File: src/rtl/kf8088_bus_cycle_generator.sv
// 8088-style bus master: converts queued requests into S2..S0 status cycles
// (TI/T1/T2/T3/TW/T4) paced by edges of cpu_clock detected in the clock domain.
module kf8088_bus_cycle_generator #(
  parameter int ADDRESS_WIDTH = 20,
  parameter int DATA_WIDTH    = 8,
  parameter int WAIT_LIMIT    = 0
) (
  input  logic                     clock,
  input  logic                     reset,
  input  logic                     cpu_clock,
  input  logic                     req_valid,
  output logic                     req_ready,
  input  logic [2:0]               req_type,
  input  logic [ADDRESS_WIDTH-1:0] req_address,
  input  logic [DATA_WIDTH-1:0]    req_write_data,
  input  logic                     ready,
  input  logic [DATA_WIDTH-1:0]    data_in,
  output logic [2:0]               processor_status,
  output logic [ADDRESS_WIDTH-1:0] address,
  output logic [DATA_WIDTH-1:0]    data_out,
  output logic                     data_out_enable,
  output logic                     done,
  output logic [DATA_WIDTH-1:0]    read_data,
  output logic                     timeout
);

  localparam int WAIT_WIDTH = (WAIT_LIMIT > 127) ? $clog2(WAIT_LIMIT + 2) : 8;

  localparam logic [2:0] STATUS_PASSIVE = 3'b111;
  localparam logic [2:0] STATUS_IOW     = 3'b010;
  localparam logic [2:0] STATUS_HALT    = 3'b011;
  localparam logic [2:0] STATUS_MEMW    = 3'b110;

  typedef enum logic [2:0] {
    TI, T1, T2, T3, TW, T4
  } bus_state_t;

  function automatic logic is_read(input logic [2:0] kind);
    return (kind == 3'b000) || (kind == 3'b001) || (kind == 3'b100) || (kind == 3'b101);
  endfunction

  function automatic logic is_write(input logic [2:0] kind);
    return (kind == STATUS_IOW) || (kind == STATUS_MEMW);
  endfunction

  function automatic logic [WAIT_WIDTH-1:0] wait_increment(input logic [WAIT_WIDTH-1:0] count);
    return (&count) ? count : count + 1'b1;
  endfunction

  bus_state_t                 state;
  logic                       prev_cpu_clock;
  logic                       hold_full;
  logic [2:0]                 hold_type;
  logic [ADDRESS_WIDTH-1:0]   hold_address;
  logic [DATA_WIDTH-1:0]      hold_data;
  logic [2:0]                 active_type;
  logic [DATA_WIDTH-1:0]      active_data;
  logic                       issue_pending;
  logic [WAIT_WIDTH-1:0]      wait_count;

  logic cpu_pos;
  logic cpu_neg;
  logic accept;
  logic limit_reached;
  logic enter_t4;
  logic hit_limit;

  assign cpu_pos       = ~prev_cpu_clock & cpu_clock;
  assign cpu_neg       = prev_cpu_clock & ~cpu_clock;
  // Status 111 is the passive code, never a legal cycle request.
  assign req_ready     = ~hold_full & ~(req_valid & (&req_type));
  assign accept        = req_valid & req_ready;
  assign limit_reached = (WAIT_LIMIT != 0) && (wait_count == WAIT_WIDTH'(WAIT_LIMIT));

  always_comb begin
    enter_t4  = 1'b0;
    hit_limit = 1'b0;
    if (cpu_pos) begin
      case (state)
        T3: enter_t4 = (active_type == STATUS_HALT) || ready;
        TW: begin
          hit_limit = ~ready & limit_reached;
          enter_t4  = ready | hit_limit;
        end
        default: enter_t4 = 1'b0;
      endcase
    end
  end

  always_ff @(posedge clock or posedge reset) begin
    if (reset) begin
      state            <= TI;
      prev_cpu_clock   <= 1'b0;
      hold_full        <= 1'b0;
      hold_type        <= STATUS_PASSIVE;
      hold_address     <= '0;
      hold_data        <= '0;
      active_type      <= STATUS_PASSIVE;
      active_data      <= '0;
      issue_pending    <= 1'b0;
      wait_count       <= '0;
      processor_status <= STATUS_PASSIVE;
      address          <= '0;
      data_out         <= '0;
      data_out_enable  <= 1'b0;
      done             <= 1'b0;
      read_data        <= '0;
      timeout          <= 1'b0;
    end else begin
      prev_cpu_clock <= cpu_clock;
      done           <= 1'b0;
      timeout        <= 1'b0;

      if (accept) begin
        hold_full    <= 1'b1;
        hold_type    <= req_type;
        hold_address <= req_address;
        hold_data    <= req_write_data;
      end

      // Falling cpu_clock: issue the held request so the decoder sees status before T1.
      if (cpu_neg) begin
        if ((state == TI || state == T4) && hold_full && !issue_pending) begin
          processor_status <= hold_type;
          address          <= hold_address;
          active_type      <= hold_type;
          active_data      <= hold_data;
          hold_full        <= 1'b0;
          issue_pending    <= 1'b1;
        end
        if (state == T4) begin
          data_out_enable <= 1'b0;
        end
      end

      // Rising cpu_clock: advance the T-state machine.
      if (enter_t4) begin
        state            <= T4;
        processor_status <= STATUS_PASSIVE;
        done             <= 1'b1;
        timeout          <= hit_limit;
        wait_count       <= '0;
        if (is_read(active_type)) begin
          read_data <= data_in;
        end
      end else if (cpu_pos) begin
        case (state)
          TI: begin
            if (issue_pending) begin
              state         <= T1;
              issue_pending <= 1'b0;
            end
          end
          T1: begin
            state <= T2;
            if (is_write(active_type)) begin
              data_out        <= active_data;
              data_out_enable <= 1'b1;
            end
          end
          T2: state <= T3;
          T3: begin
            state      <= TW;
            wait_count <= WAIT_WIDTH'(1);
          end
          TW: wait_count <= wait_increment(wait_count);
          T4: begin
            state         <= issue_pending ? T1 : TI;
            issue_pending <= 1'b0;
          end
          default: state <= TI;
        endcase
      end
    end
  end

endmodule

File: config.mk
export PLATFORM = sky130hd
export DESIGN_NAME = kf8088_bus_cycle_generator
export DESIGN_NICKNAME = d
export VERILOG_FILES = /design/src/rtl/kf8088_bus_cycle_generator.sv
export SDC_FILE = /design/constraint.sdc
export NUM_CORES = 1
export LEC_CHECK = 0
export CORE_AREA = 2 2 114 72
export CTS_CLUSTER_DIAMETER = 120
export DETAILED_ROUTE_END_ITERATION = 8
export DIE_AREA = 0 0 116 74
export GPL_ROUTABILITY_DRIVEN = 0
export MAX_ROUTING_LAYER = met4
export PLACE_DENSITY = 0.77
export SLEW_MARGIN = 20
export SYNTH_ARGS = -nofsm -noshare
export SYNTH_HDL_FRONTEND = slang
export SYNTH_SLANG_ARGS = --single-unit
File: constraint.sdc
create_clock -name clock -period 3.2 [get_ports clock]
set_input_delay 0.32 -clock clock [delete_from_list [all_inputs] [get_ports clock]]
set_output_delay 0.32 -clock clock [all_outputs]
set_load 0.01 [all_outputs]
Word-level counts from Yosys, hierarchy flattened
Index checks and enable logic that the tools add are counted.
W data, S select, Z words.
- add/subtract/negate cells: 0
- multipliers: 0
- divide/modulo/power cells: 0
- $lt $le $gt $ge: 0
- equal/unequal tests: 13
- shift-type cells: 0
- muxes and demuxes: 26
- bitwise gates (word level): 10
- reductions and logical operators: 20
- operator list (operator ; number):
    $mux W3 ; 6
    $pmux W3 S6 ; 1
    $mux W1 ; 17
    $eq A3 B3 Y1 const B ; 5
    $eq A3 B2 Y1 const B ; 4
    $eq A3 B1 Y1 const B ; 2
    $logic_not A3 Y1 ; 2
    $logic_or A1 B1 Y1 ; 6
    $reduce_and A2 Y1 ; 3
    $reduce_and A3 Y1 ; 2
    $reduce_bool A2 Y1 ; 3
    $and A1 B1 Y1 ; 5
    $not A1 Y1 ; 5
    $pmux W1 S2 ; 2
    $reduce_and A4 Y1 ; 1
    $ne A3 B3 Y1 const B ; 1
    $logic_and A1 B1 Y1 ; 2
    $ne A2 B2 Y1 const B ; 1
    $logic_not A1 Y1 ; 1
- flip-flop bits (word level): 89
- bits in latches: 0
- bits in writable memories: 0
- bits in read-only memories: 0
- output and inout bits: 43
- word-level logic and storage cells: 84
- memories kept: 0

Depth between registers and ports, before layout
Gate-level depths: netlist of run 1.
- depth after elaboration: 10
- gate-level depth with buffers: 6

Least setup slack after synthesis of run 1
OpenSTA, ideal clock, no wires.
- path type: register to register
- start: register state[1]
- end: register active_data[7]
- setup time: 0.125 ns
- data arrival time: 1.433 ns
- slack: 1.643 ns
- stages on the path, launching flop included: 6
- period minus slack after synthesis: 1.557 ns
- cell sequence: dfrtp_1 buf_4 nor4b_4 nand3_2 buf_6 mux2_2
- longest elaborated chain between the ends: 5
- elaborated cells on any way between the ends: 6
- those cells by class: 1 x eq/ne; 5 x reduce/logical
- RTL lines (element ; line ; source):
    start: declaration ; 50 ; bus_state_t state;
    start signal: assignment ; 168 ; state <= issue_pending ? T1 : TI;
    $eq A3 B3 Y1 or $logic_not A3 Y1 (tied branches) ; 123 ; if ((state == TI || state == T4) && hold_full && !issue_pending) begin
    $logic_or A1 B1 Y1 (*) ; 123 ;
    $logic_and A1 B1 Y1 (*) (2 in a row) ; 123 ;
    $reduce_and A2 Y1 (no line) (*) ; -- ;
    end signal: assignment ; 127 ; active_data <= hold_data;
    end: declaration ; 57 ; logic [DATA_WIDTH-1:0] active_data;
Every way passes the cells marked *; elsewhere a longest branch is shown, timed or not.
A chain may end at the register's enable or synchronous reset.

Worst setup path after layout of run 1
- start: input port req_valid
- end: output port req_ready
- longest elaborated chain between the ends: 3
- RTL lines (element ; line ; source):
    start: declaration ; 11 ; input logic req_valid,
    $and A1 B1 Y1 ; 71 ; assign req_ready = ~hold_full & ~(req_valid & (&req_type));
    $not A1 Y1 ; 71 ;
    $and A1 B1 Y1 ; 71 ;
    end: declaration ; 12 ; output logic req_ready,
No other way between the ends.

==> flow_metrics.tcl, run 1 <==
set metrics [dict create \
    drv_cap 0 \
    synth_top_area_cell "dfrtp_1" \
    hold_viol 0 \
    drv_slew 0 \
    viasPerCell 4.91 \
    crit_type "in -> out" \
    grt_pass1_wl_mm 10.7 \
    die_area_mm2 0.00858 \
    leakage_nw 2.18 \
    syn_area_mm2 0.00358 \
    drive_gt1_frac 0.358 \
    vias 2107 \
    grt_max_degree 64 \
    clock-sinks 89 \
    max_freq_mhz 521 \
    setup.worst_path.end_class "output pin" \
    crit_arrival_ps 1600 \
    wl_mm 6.62 \
    required_ps 2880 \
    antenna_found_initial 0 \
    dp_hpwl_mm 4.51 \
    synth_area_leaders "dfrtp_1, mux2_2, dfstp_2" \
    cpMaxStageDelayCell "clkdlybuf4s50_1" \
    tns_ps 0 \
    yosysTopAreaCellShare 0.559 \
    fp-row-count 25 \
    path_common_cell "clkdlybuf4s50_1" \
    comb_power_share 0.271 \
    worst_path_largest_cell_delay_ps 580 \
    wl_per_cell_um 15.4 \
    clk_latency_ps 340 \
    r2r_start "state[2]" \
    skew_ps 7.17 \
    p_switching_mw 1.06 \
    mostFrequentLayoutCell "clkdlybuf4s50_1" \
    clk_pin_slew_worst_paths_ps 60 \
    post-route-min-period_ps 1920 \
    powerDensity_mw_per_mm2 794 \
    worst_setup_path_start_kind "input port" \
    die_w_um 116 \
    grt_util_all_layers 0.173 \
    yosys.cell_types.count 34 \
    swShare 0.278 \
    cp_cell_sequence "clkdlybuf4s50_1 -> a41oi_1 -> clkdlybuf4s50_1" \
    critical-path-top-delay-family "buffers and inverters" \
    h-tree-depth 3 \
    core-area_mm2 0.00757 \
    nets 360 \
    grt_overflow 0 \
    yosys_warnings 0 \
    drt.antenna.violating_nets 0 \
    numPortBuffers 85 \
    initial_core_util 0.473 \
    setup_violations 0 \
    cts_hold_buffers 0 \
    post-route-period-util 0.600 \
    clockBufferDepth 2 \
    crit_start "req_valid" \
    synth_edf_count 0 \
    cts-root-buf "clkbuf_16" \
    intPower_mw 2.74 \
    synth_area_per_cell_um2 15.7 \
    async_reset_ff_frac 1.00 \
    total_power_mw 3.80 \
    path_buf_inv 2 \
    antenna_cells 0 \
    syn_inst 228 \
    status "finished clean" \
    route.detailed.drc 0 \
    numCtsBuffers 9 \
    drt_iter0_drc 111 \
    cts_setup_buffers 0 \
    ys.flop_type "dfrtp_1" \
    ir_drop_mv 0.310 \
    rsz0062_at_grt "no" \
    synth_fp_nets 272 \
    die_h_um 74 \
    first_pass_iters 4 \
    cp_max_fo 2 \
    pin_count 87 \
    final_cell_mix "clkdlybuf4s50_1, dfrtp_1, mux2_2" \
    ys_ff_latch 89 \
    power_frac_clock 0.255 \
    area_growth_pct 33.6 \
    cts_tree "yes" \
    post_cts_resized 0 \
    hp-class "in -> async" \
    seqPwrFrac 0.474 \
    grt_pass1_vias 2107 \
    ys_seq_area_frac 0.625 \
]
## final cells by class
cell class                 count  area [um^2]
multi-input combinational    123         1220
sequential                    89         2240
fill                         610         2790
tap                          108          135
timing repair buffer          88          886
clock buffer                   9          225
clock inverter                 7         55.1
inverter                       5         20.0
## cell families (layout without fill, tap and decap cells)
logic type / after synthesis / after routing / share of synthesized area
compound gates: 15 / 15 / 0.0311
flops: 89 / 89 / 0.625
buf+inv: 16 / 109 / 0.0332
mux: 83 / 83 / 0.260
xor+xnor: 1 / 1 / 0.00245
other cells: 1 / 1 / 0.00105
simple gates: 23 / 23 / 0.0472
## synthesized netlist by cell type, drive strengths merged (3+ instances only)
cell type  instances
o21ai              3
inv                5
dfrtp             80
buf               10
nand2              8
nand3              3
dfstp              9
mux2i              4
mux2              79
a21boi             3
## flip-flops by register name (all words and copies together) (netlist names)
name,count
data_out_enable,1
data_out,8
processor_status,3
issue_pending,1
hold_type,3
state,3
active_type,3
active_data,8
read_data,8
done,1
hold_data,8
hold_full,1
address,20
hold_address,20
prev_cpu_clock,1
## metrics by stage
step | area (um^2) | utilization | setup slack (ps) | hold WS, ps | instances
floorplan | 3580 | - | 588 | 351 | 228
global placement | 4500 | 0.595 | 1130 | 480 | 413
detailed placement | 4500 | 0.595 | 1120 | 485 | 413
CTS | 4780 | 0.632 | 1270 | 325 | 429
global route | 4780 | 0.632 | 1210 | 341 | 429
finish | 4780 | 0.632 | 1280 | 318 | 429
## path summary, 6_finish.rpt
| kind | slack (ps) | depth (start not counted) | end |
|---|---|---|---|
| min in group clock | 500 | 2 | data_out_enable |
| hold reg to reg | 500 | 2 | data_out_enable |
| max in group asynchronous | 2160 | 3 | processor_status[1] |
| setup / recovery | 1280 | 3 | req_ready |
| setup reg to reg | 1440 | 4 | address[1] |
| hold / removal | 320 | 2 | hold_address[2] |
## metal layers
| metal | track usage | up-vias | share of wire |
|---|---|---|---|
| met3 | 0.0579 | 10 | 0.071 |
| met4 | 0.0556 | 0 | 0.012 |
| met2 | 0.238 | 73 | 0.43 |
| met1 | 0.243 | 1044 | 0.49 |
| li1 | - | 980 | - |
| met5 | - | - | 0 |
## worst reg2reg max path, cell delays in order, from the launching register on
cell	delay, ps
dfrtp_1	500
xnor2_1	230
nand3_2	100
buf_4	420
mux2_2	410
## power by group through the flow
stage / clock (mW) / combinational, mW / sequential, mW
6_report: 0.969 / 1.03 / 1.80
3_3_place_gp: 0 / 1.01 / 1.80
3_5_place_dp: 0 / 1.04 / 1.82
5_1_grt: 1.05 / 1.11 / 1.86
4_1_cts: 0.996 / 1.05 / 1.80
2_1_floorplan: 0 / 0.642 / 1.78
(Power assumes the default switching activity.)
==> run 2, diff against run 1 <==
Clock period 3.2 ns to 1.8 ns, I/O delays scaled along.
==> run 2 against run 1 <==
Against the previous run: global-route usage grew 0.93 points; critical path depth is 1 lower; combinational power up 92%; critical path type is now reg -> out.
==> flow_metrics.tcl, run 2 (synthesis gave the netlist of run 1 again) <==
set metrics [dict create \
    tns_ps 0 \
    die_h_um 74 \
    setup_violations 0 \
    drv_slew 0 \
    ir_drop_mv 0.706 \
    comb_power_share 0.283 \
    final_cell_mix "clkdlybuf4s50_1, dfrtp_1, mux2_2" \
    numCtsBuffers 9 \
    power_frac_clock 0.264 \
    met2_usage 0.252 \
    use_met1 0.249 \
    leakage_nw 2.24 \
    antenna_found_initial 0 \
    core-area_mm2 0.00757 \
    final_cells 434 \
    grt_pass1_vias 2204 \
    cpMaxStageDelayCell "clkdlybuf4s50_1" \
    p_switching_mw 1.85 \
    path_buf_inv 1 \
    top_regs "address (20), hold_address (20)" \
    required_ps 1620 \
    num-fill-cells 597 \
    skew_ps 6.12 \
    cts_setup_buffers 0 \
    grt_max_degree 90 \
    wl_per_cell_um 15.8 \
    hp-class "in -> async" \
    post_dp_cell_area_mm2 0.00459 \
    dp_cells 419 \
    grt_util_all_layers 0.182 \
    post-route-min-period_ps 1720 \
    worst_path_largest_cell_delay_ps 570 \
    route.detailed.drc 0 \
    pin_count 87 \
    busiest_layer "met2" \
    numPortBuffers 85 \
    first_pass_iters 4 \
    max_freq_mhz 582 \
    post-route-period-util 0.954 \
    grt_use_met3 0.0709 \
    crit_type "reg -> out" \
    cts_tree "yes" \
    powerDensity_mw_per_mm2 1430 \
    mostFrequentLayoutCell "clkdlybuf4s50_1" \
    worst_setup_path_start_kind "flip-flop" \
    swShare 0.265 \
    grt_overflow 0 \
    drive_gt1_frac 0.368 \
    area_growth_pct 36.6 \
    viasPerCell 4.91 \
    die_w_um 116 \
    clockBufferDepth 2 \
    h-tree-depth 3 \
    clk_pin_slew_worst_paths_ps 60 \
    clk_latency_ps 330 \
    seqPwrFrac 0.452 \
    design_area_mm2 0.00489 \
    vias 2129 \
    cp_max_fo 4 \
    clock-sinks 89 \
    antenna_cells 0 \
    drt.antenna.violating_nets 0 \
    intPower_mw 5.13 \
    cp_cell_sequence "a41oi_2 -> clkdlybuf4s50_1" \
    status "finished clean" \
    drt_iter0_drc 122 \
    crit_arrival_ps 1540 \
    nets 366 \
    dp_hpwl_mm 4.60 \
    drv_cap 0 \
    rsz0062_at_grt "no" \
    setup.worst_path.end_class "output pin" \
    cts-root-buf "clkbuf_16" \
    total_power_mw 6.98 \
    die_area_mm2 0.00858 \
    critical-path-top-delay-family "buffers and inverters" \
    initial_core_util 0.473 \
    wl_mm 6.85 \
    fp-row-count 25 \
    grt_pass1_wl_mm 11.2 \
    hold_viol 0 \
]
-- run 2: path summary, 6_finish.rpt --
check                            startpoint                to  slack, ps  cells after the start
max                               hold_full         req_ready         80                      2
min                                   reset   hold_address[7]        340                      3
max reg2reg                        state[2]      read_data[4]        160                      4
min reg2reg                hold_address[14]       address[14]        500                      1
max in group asynchronous             reset      hold_type[0]       1070                      3
min in group clock          req_address[16]  hold_address[16]        460                      2
-- run 2: cell type report --
type	instances	area, um^2	area share
Multi-Input combinational cell	123	1230	0.251
Sequential cell	89	2240	0.458
Timing Repair Buffer	94	968	0.198
Clock inverter	3	40.0	0.00819
Inverter	5	22.5	0.00460
Tap cell	108	135	0.0276
Clock buffer	12	256	0.0524
-- run 2: stage by stage --
stage | utilization | hold slack, ps | setup WS [ps]
final | 0.646 | 343 | 82.0
after global routing | 0.646 | 387 | 8.08
after CTS | 0.645 | 368 | 25.3
after detailed placement | 0.606 | 488 | 42.3
after global placement | 0.606 | 479 | 115
after floorplan | - | 211 | 243
-- run 2: worst min-delay path, cell delays in order --
cell and delay (ps):
clkdlybuf4s50_1 450, clkinvlp_4 100, buf_12 370
-- run 2: what timing repair did --
action,4_1_cts,5_1_grt
gates resized for setup,0,1
hold buffers,0,0
setup endpoints to repair,0,1
-- run 2: power by group through the flow --
stage,clock (mW),combinational [mW],sequential (mW)
2_1_floorplan,0,1.14,3.16
3_3_place_gp,0,1.93,3.15
3_5_place_dp,0,2.00,3.19
4_1_cts,1.90,2.01,3.16
5_1_grt,1.98,2.17,3.26
6_report,1.85,1.98,3.16
-- run 2: routing by layer --
metal,vias up,part of all wire
li1,997,-
met1,1052,0.50
met2,69,0.41
met3,11,0.082
met4,0,0.012
met5,-,0
